==> src/rtl/rf_wport_arb.sv <==
// rtl/rf_wport_arb.sv - register-file write port arbiter: pipeline write-back vs buffered long-latency results
module rf_wport_arb #(
  parameter int FIFO_DEPTH = 2,
  parameter int STARVE_MAX = 4
) (
  input  logic        clk,
  input  logic        resetn,
  input  logic        p_valid,
  output logic        p_ready,
  input  logic [3:0]  p_we,
  input  logic [4:0]  p_dest,
  input  logic [31:0] p_data,
  input  logic [31:0] p_pc,
  input  logic        l_valid,
  output logic        l_ready,
  input  logic [4:0]  l_dest,
  input  logic [31:0] l_data,
  input  logic [31:0] l_pc,
  output logic [3:0]  rf_we,
  output logic [4:0]  rf_waddr,
  output logic [31:0] rf_wdata,
  output logic [31:0] dbg_pc,
  output logic        dbg_src,
  output logic [31:0] pend_mask
);

  localparam int AW = $clog2(FIFO_DEPTH);
  localparam int SW = $clog2(STARVE_MAX + 1);
  localparam logic [AW:0]   PTR_ONE    = (AW + 1)'(1);
  localparam logic [SW-1:0] STARVE_ONE = SW'(1);
  localparam logic [SW-1:0] STARVE_LIM = SW'(STARVE_MAX);

  logic [4:0]  fifo_dest [FIFO_DEPTH];
  logic [31:0] fifo_data [FIFO_DEPTH];
  logic [31:0] fifo_pc   [FIFO_DEPTH];
  logic [FIFO_DEPTH-1:0] valid_q;

  logic [AW:0]   wr_ptr;
  logic [AW:0]   rd_ptr;
  logic [AW-1:0] wr_idx;
  logic [AW-1:0] rd_idx;
  logic [SW-1:0] starve_cnt;

  logic fifo_full;
  logic fifo_empty;
  logic push;
  logic pop;
  logic force_fifo;
  logic grant_fifo;
  logic grant_pipe;

  assign wr_idx     = wr_ptr[AW-1:0];
  assign rd_idx     = rd_ptr[AW-1:0];
  assign fifo_empty = (wr_ptr == rd_ptr);
  assign fifo_full  = (wr_ptr[AW] != rd_ptr[AW]) && (wr_idx == rd_idx);

  assign l_ready = !fifo_full;
  assign push    = l_valid && !fifo_full;

  // Forced grant only when the pipeline is actually competing for the port.
  always_comb begin
    force_fifo = !fifo_empty && p_valid && (starve_cnt == STARVE_LIM);
    grant_fifo = !fifo_empty && (!p_valid || force_fifo);
    grant_pipe = p_valid && !grant_fifo;
  end

  assign pop     = grant_fifo;
  assign p_ready = !force_fifo;

  always_ff @(posedge clk or negedge resetn) begin
    if (!resetn) begin
      wr_ptr     <= '0;
      rd_ptr     <= '0;
      valid_q    <= '0;
      starve_cnt <= '0;
    end else begin
      if (push) begin
        wr_ptr          <= wr_ptr + PTR_ONE;
        valid_q[wr_idx] <= 1'b1;
      end
      if (pop) begin
        rd_ptr          <= rd_ptr + PTR_ONE;
        valid_q[rd_idx] <= 1'b0;
      end
      if (pop || fifo_empty) begin
        starve_cnt <= '0;
      end else if (grant_pipe && (starve_cnt != STARVE_LIM)) begin
        starve_cnt <= starve_cnt + STARVE_ONE;
      end
    end
  end

  always_ff @(posedge clk) begin
    if (push) begin
      fifo_dest[wr_idx] <= l_dest;
      fifo_data[wr_idx] <= l_data;
      fifo_pc[wr_idx]   <= l_pc;
    end
  end

  always_ff @(posedge clk or negedge resetn) begin
    if (!resetn) begin
      rf_we    <= '0;
      rf_waddr <= '0;
      rf_wdata <= '0;
      dbg_pc   <= '0;
      dbg_src  <= 1'b0;
    end else if (grant_fifo) begin
      rf_we    <= (fifo_dest[rd_idx] == 5'd0) ? 4'h0 : 4'hf;
      rf_waddr <= fifo_dest[rd_idx];
      rf_wdata <= fifo_data[rd_idx];
      dbg_pc   <= fifo_pc[rd_idx];
      dbg_src  <= 1'b1;
    end else if (grant_pipe) begin
      rf_we    <= (p_dest == 5'd0) ? 4'h0 : p_we;
      rf_waddr <= p_dest;
      rf_wdata <= p_data;
      dbg_pc   <= p_pc;
      dbg_src  <= 1'b0;
    end else begin
      rf_we <= '0;
    end
  end

  // r0 is hardwired, so it is never reported as pending.
  always_comb begin
    pend_mask = '0;
    for (int i = 0; i < FIFO_DEPTH; i++) begin
      if (valid_q[i]) pend_mask[fifo_dest[i]] = 1'b1;
    end
    pend_mask[0] = 1'b0;
  end

endmodule
==> config.mk <==
export PLATFORM = sky130hd
export DESIGN_NAME = rf_wport_arb
export DESIGN_NICKNAME = d
export VERILOG_FILES = /design/src/rtl/rf_wport_arb.sv
export SDC_FILE = /design/constraint.sdc
export NUM_CORES = 1
export LEC_CHECK = 0
export CAP_MARGIN = 25
export CORE_ASPECT_RATIO = 0.75
export CORE_UTILIZATION = 53
export CTS_CLUSTER_DIAMETER = 60
export DETAILED_ROUTE_END_ITERATION = 8
export PLACE_DENSITY_LB_ADDON = 0.1
export RECOVER_POWER = 100
export SYNTH_ARGS = -nofsm -noshare
export SYNTH_HDL_FRONTEND = slang
export SYNTH_SLANG_ARGS = --single-unit
==> constraint.sdc <==
create_clock -name clk -period 8.3 [get_ports clk]
set_input_delay 2.075 -clock clk [delete_from_list [all_inputs] [get_ports clk]]
set_output_delay 2.075 -clock clk [all_outputs]
set_load 0.01 [all_outputs]
Word-level counts from Yosys, hierarchy flattened:

Memories as Yosys holds them, arrays and structs flattened.
Index checks and enable logic that the tools add are counted.

* add/sub/neg operators: 3
* multiplexer cells: 28
* reductions and logical operators: 22
* eq/ne operators: 5
* bitwise logic cells: 4
* order comparisons: 8

Operators with widths (number)
* 32-bit two-way mux: 6
* 32-bit bitwise OR: 1
* 4-bit two-way mux: 4
* 5-bit by 6-bit less-than comparator with 1-bit output, second input constant: 2
* 1-bit logical AND: 11
* 1-bit demux with 5-bit select: 2
* 5-bit by 1-bit greater-or-equal comparator with 1-bit output, second input constant: 2
* 5-bit zero test: 2
* 5-bit two-way mux: 2
* 1-bit two-way mux: 8
* 3-bit two-way mux: 2
* 1-bit zero test: 5
* 2-bit by 1-bit adder with 2-bit output, second input constant: 2
* 1-bit by 2-bit less-than comparator with 1-bit output, second input constant: 2
* 2-bit two-way mux: 2
* 2-bit nonzero test: 2
* 3-bit by 1-bit adder with 3-bit output, second input constant: 1
* 3-bit equality test, second input constant: 1
* 3-bit inequality test, second input constant: 1
* 2-bit AND: 1
* 1-bit demux with 1-bit select: 2
* 2-bit equality test: 1
* 1-bit greater-or-equal comparator, second input constant: 2
* 1-bit logical OR: 2
* 4 further kinds: 4

* output and inout bits: 108
* word-level logic and storage cells: 82
* flip-flop bits (word level): 83
* memory bits (writable): 138
* input port bits: 146
* memories kept: 3

Memories
* fifo_data: depth 2, bits a word 32, read ports 1, clocked after memory_dff 0, wr ports 1, line 34 `logic [31:0] fifo_data [FIFO_DEPTH];`
* fifo_pc: depth 2, bits a word 32, read ports 1, clocked after memory_dff 0, wr ports 1, line 35 `logic [31:0] fifo_pc [FIFO_DEPTH];`
* fifo_dest: depth 2, bits a word 5, read ports 3, clocked after memory_dff 0, wr ports 1, line 33 `logic [4:0] fifo_dest [FIFO_DEPTH];`

Longest topological paths before layout:

* depth after elaboration: 11
* mapped depth: 8

Worst setup path before layout:

OpenSTA, ideal clock, no wires.

* kind: input -> register
* from: input port l_valid
* to: memory fifo_data[1][0] (enable)
* slack: 2.195 ns
* stages on the path: 2
* arrival time: 5.582 ns
* library setup time: 0.524 ns
* path through: nand2_1 > a21oi_1

* word-level cells in the longest chain between the ends: 3

Ends and longest elaborated chain
* start: declaration: line 14 `input logic l_valid,`
* 1-bit logical AND: line 58 `assign push = l_valid && !fifo_full;`
* 1-bit two-way mux: line 94 `if (push) begin`
* 1-bit two-way mux (not written as such): line 96 `fifo_data[wr_idx] <= l_data;`
* end: declaration: line 34

No other way between the ends.

Worst setup path after layout:

* from: input port p_valid
* to: register rf_we[3]

* word-level cells in the longest chain between the ends: 8
* elaborated cells between the ends (all ways): 9
* classes of those cells: 2 x mux; 7 x reduce/logical

Ends and longest elaborated chain
* start: declaration: line 8 `input logic p_valid,`
* 1-bit logical AND (2 in series): line 62 `force_fifo = !fifo_empty && p_valid && (starve_cnt == STARVE_LIM);`
* 1-bit logical OR: line 63 `grant_fifo = !fifo_empty && (!p_valid || force_fifo);`
* 1-bit logical AND: line 63
* 1-bit zero test: line 64 `grant_pipe = p_valid && !grant_fifo;`
* 1-bit logical AND: line 64
* 4-bit two-way mux: line 114 `end else if (grant_pipe) begin`
* 4-bit two-way mux (*): line 108 `end else if (grant_fifo) begin`
* end signal: assignment: line 109 `rf_we <= (fifo_dest[rd_idx] == 5'd0) ? 4'h0 : 4'hf;`
* end signal: assignment: line 115 `rf_we <= (p_dest == 5'd0) ? 4'h0 : p_we;`
* end: declaration: line 19 `output logic [3:0] rf_we,`

Every way passes the cells marked *; elsewhere a longest branch is shown, timed or not.
A chain may end at the register's enable or synchronous reset.

==> out/metrics.cfg <==
[status]
status = finished, violations left
violations = max-capacitance violations, max-slew violations

[die]
core_mm2 = 0.0186
rows = 43
die_area_mm2 = 0.0196
ioPinCount = 254
initial_core_util = 0.544
chipHeight_um = 121
die_w_um = 161

[cts]
cts_tree = yes
cts-resized-gates = 0
cts_buffer_depth = 3
cts_num_sinks = 221
ctsHoldBuffers = 0
numCtsBuffers = 22
clkLatencyLatePin_ns = 0.51
htree_levels = 1
clk_pin_slew_worst_paths_ns = 0.06
cts_setup_buffers = 0
root_buffer = clkbuf_16

[min_path]
hp-class = reg -> reg
min_path_cells = 1
worstHoldStart = starve_cnt[0]
min_to = starve_cnt[0]

[route]
via_count = 6709
drt_iter0_drc = 561
vias_per_cell = 5.77
ant_nets = 0
remaining_drc_errors = 0
routed_wl_mm = 23.8
first_pass_iters = 6
post_drt_wl_per_cell_um = 20.5

[global_route]
grt_pass1_vias = 7093
gr-total-overflow = 0
grt_first_pass_wirelength_mm = 37.8
track_usage = 0.249
antenna_found_initial = 5
grt_start_max_net_pins = 80

[worst_setup_path]
max_stage_delay_ns = 2.78
crit_family = buffers and inverters
start_kind = primary input
end_kind = register
rr_startpoint = rd_ptr[0]
slowest_stage = clkbuf_1
critical_path_class = in -> reg
worst-path-buf-inv = 2
worstPathRequired_ns = 8.68
path_cells = clkbuf_1 > clkbuf_1 > o211ai_1 > o21ai_0
arrival_ns = 6.21
critPathMostFrequentCell = clkbuf_1
r2r_cells = 6
crit_path_max_fanout = 76
reg2reg_to = fifo_pc[0][9]
r2r_slack_ns = 3.54

[synthesis]
synth_top_cells_by_area = edfxtp_1 41%, dfrtp_1 21%, mux2_2 8.8%
syn_nets = 808
synth-edff-count = 138
ys_seq_elements = 221
synthesis.area_mm2 = 0.0101
ys.warnings.count = 0
synth_top_cell_by_area = edfxtp_1
seq_area_frac_synth = 0.617
syn_inst = 660
muxShareOfSynthArea = 0.162
synth_ff_type = edfxtp_1
yosys.area.top_type_share = 0.411
synth_area_per_cell_um2 = 15.3
synth_xor_area_frac = 0.00843
synthSimpleGateAreaFrac = 0.0728
synth_compound_gate_area_share = 0.104
yosys.area_share.adder = 0.00248
synth_top_family_by_area = multiplexers
synth_cell_types = 43
synthArstFlopShare = 0.376

[final_layout]
drive_above_1_share = 0.205
syn_to_final_growth_pct = 32.9
layout.nets = 1045
n_fill_cell = 1236
finalNonFillerCells = 1163

[sta]
max_freq_ghz = 0.172
timing.final.crit_share = 0.701
tns_ns = 0
finalHoldViolCount = 0
relSlewSlack = -1.59
finClkSkew_ns = 0.0132
max_slew.worst_pin.slew_ns = 3.88
finalWorstSetupSlack_ns = 2.48
hold-worst-slack_ns = 0.492
setup_viol_count_final = 0
slew_violations = 191
fin_crit_ns = 5.82
rsz0062_at_grt = no

[place]
dpl.hpwl_mm = 15.6
numPlacedInstances = 1119
gp_congestion = 0.932
io_buffers = 252
preCtsSetupSlack_ns = 3.33

[power]
power_mw = 4.74
p_leak_nw = 4.81
power_density_mw_per_mm2 = 353
vdd_drop_max_mv = 0.291

[flow_run]
cap_violations = 4

kinds of logic (layout without fill, tap and decap cells):
| logic type | count (synthesis) | in the layout |
|---|---|---|
| simple gates | 119 | 119 |
| fa+ha+maj | 2 | 2 |
| buf+inv | 58 | 311 |
| flops | 221 | 221 |
| other cells | 1 | 4 |
| mux | 138 | 138 |
| xor+xnor | 8 | 8 |
| compound gates | 113 | 113 |
placed cells by master, fill, tap and decap left out, drive strengths merged, types with 3 or more instances in the layout:
cell           instances
o21ai                  7
nor3                   3
diode                  3
clkdlybuf4s50         74
xor2                   3
xnor2                  5
or2                   64
o221a                 69
nor2                   7
dlygate4sd3          176
clkbuf                40
mux2                 138
or3b                   3
inv                    8
nand2                  9
or3                    3
clkinv                 5
o22ai                 32
nand3b                15
buf                    7
nand3                  7
dfrtp                 83
edfxtp               138
worst max-delay path by stage:
| stage | to | cells after the start | slack, ns | start |
|---|---|---|---|---|
| after floorplan | fifo_data[1][0] | 2 | 2.19 | l_valid |
| after global placement | p_ready | 3 | 3.33 | p_valid |
| after detailed placement | p_ready | 3 | 3.33 | p_valid |
| after CTS | p_ready | 3 | 3.33 | p_valid |
| after global routing | rf_we[1] | 4 | 2.09 | p_valid |
| final | rf_we[3] | 4 | 2.48 | p_valid |
per-stage QoR:
stage	cell area, um^2	util
3_5_place_dp	12700	0.687
2_1_floorplan	10100	-
5_1_grt	13400	0.722
3_3_place_gp	12700	0.684
6_report	13400	0.722
4_1_cts	13400	0.724
report_power, final:
group / internal, mW / leakage (nW) / switching (mW)
Clock: 0.543 / 0.332 / 0.390
Sequential: 1.60 / 2.23 / 0.200
Combinational: 1.09 / 2.25 / 0.914
Total: 3.23 / 4.81 / 1.50
final cells by class:
type / count / area (um^2) / area share
Antenna cell: 3 / 7.51 / 0.000560
Sequential cell: 221 / 6220 / 0.464
Multi-Input combinational cell: 381 / 3540 / 0.264
Clock buffer: 34 / 616 / 0.0459
Tap cell: 247 / 309 / 0.0230
Timing Repair Buffer: 263 / 2620 / 0.195
Inverter: 8 / 30.0 / 0.00224
Clock inverter: 6 / 65.1 / 0.00485
sequential cells by signal, summed over array words and instances, names as in the netlist, 2 cells and up:
signal and cells:
fifo_data 64, fifo_pc 64, dbg_pc 32, rf_wdata 32, fifo_dest 10, rf_waddr 5
rf_we 4, starve_cnt 3, rd_ptr 2, valid_q 2, wr_ptr 2
synthesized netlist by cell type, types with 4 or more instances:
library cell  count
buf_6             6
nand3_1           7
nand3b_1         15
mux2_2           79
o221a_2           4
mux2_1           37
or2_1            26
or2_2            38
o221a_1          65
xnor2_1           4
nand2_1           8
mux2_4           22
o22ai_1          32
nor2_1            7
o21ai_0           6
buf_2             6
dfrtp_1          83
clkbuf_1         32
inv_1             8
edfxtp_1        138
per-layer routing:
metal  GRT usage  vias to the layer above  wire [um]
met2       0.425                      244      11700
li1            -                     3053          -
met1       0.325                     3373      10200
met5           0                        -         22
met4      0.0619                        4        386
met3      0.0513                       35       1490
(Power assumes the default switching activity.)
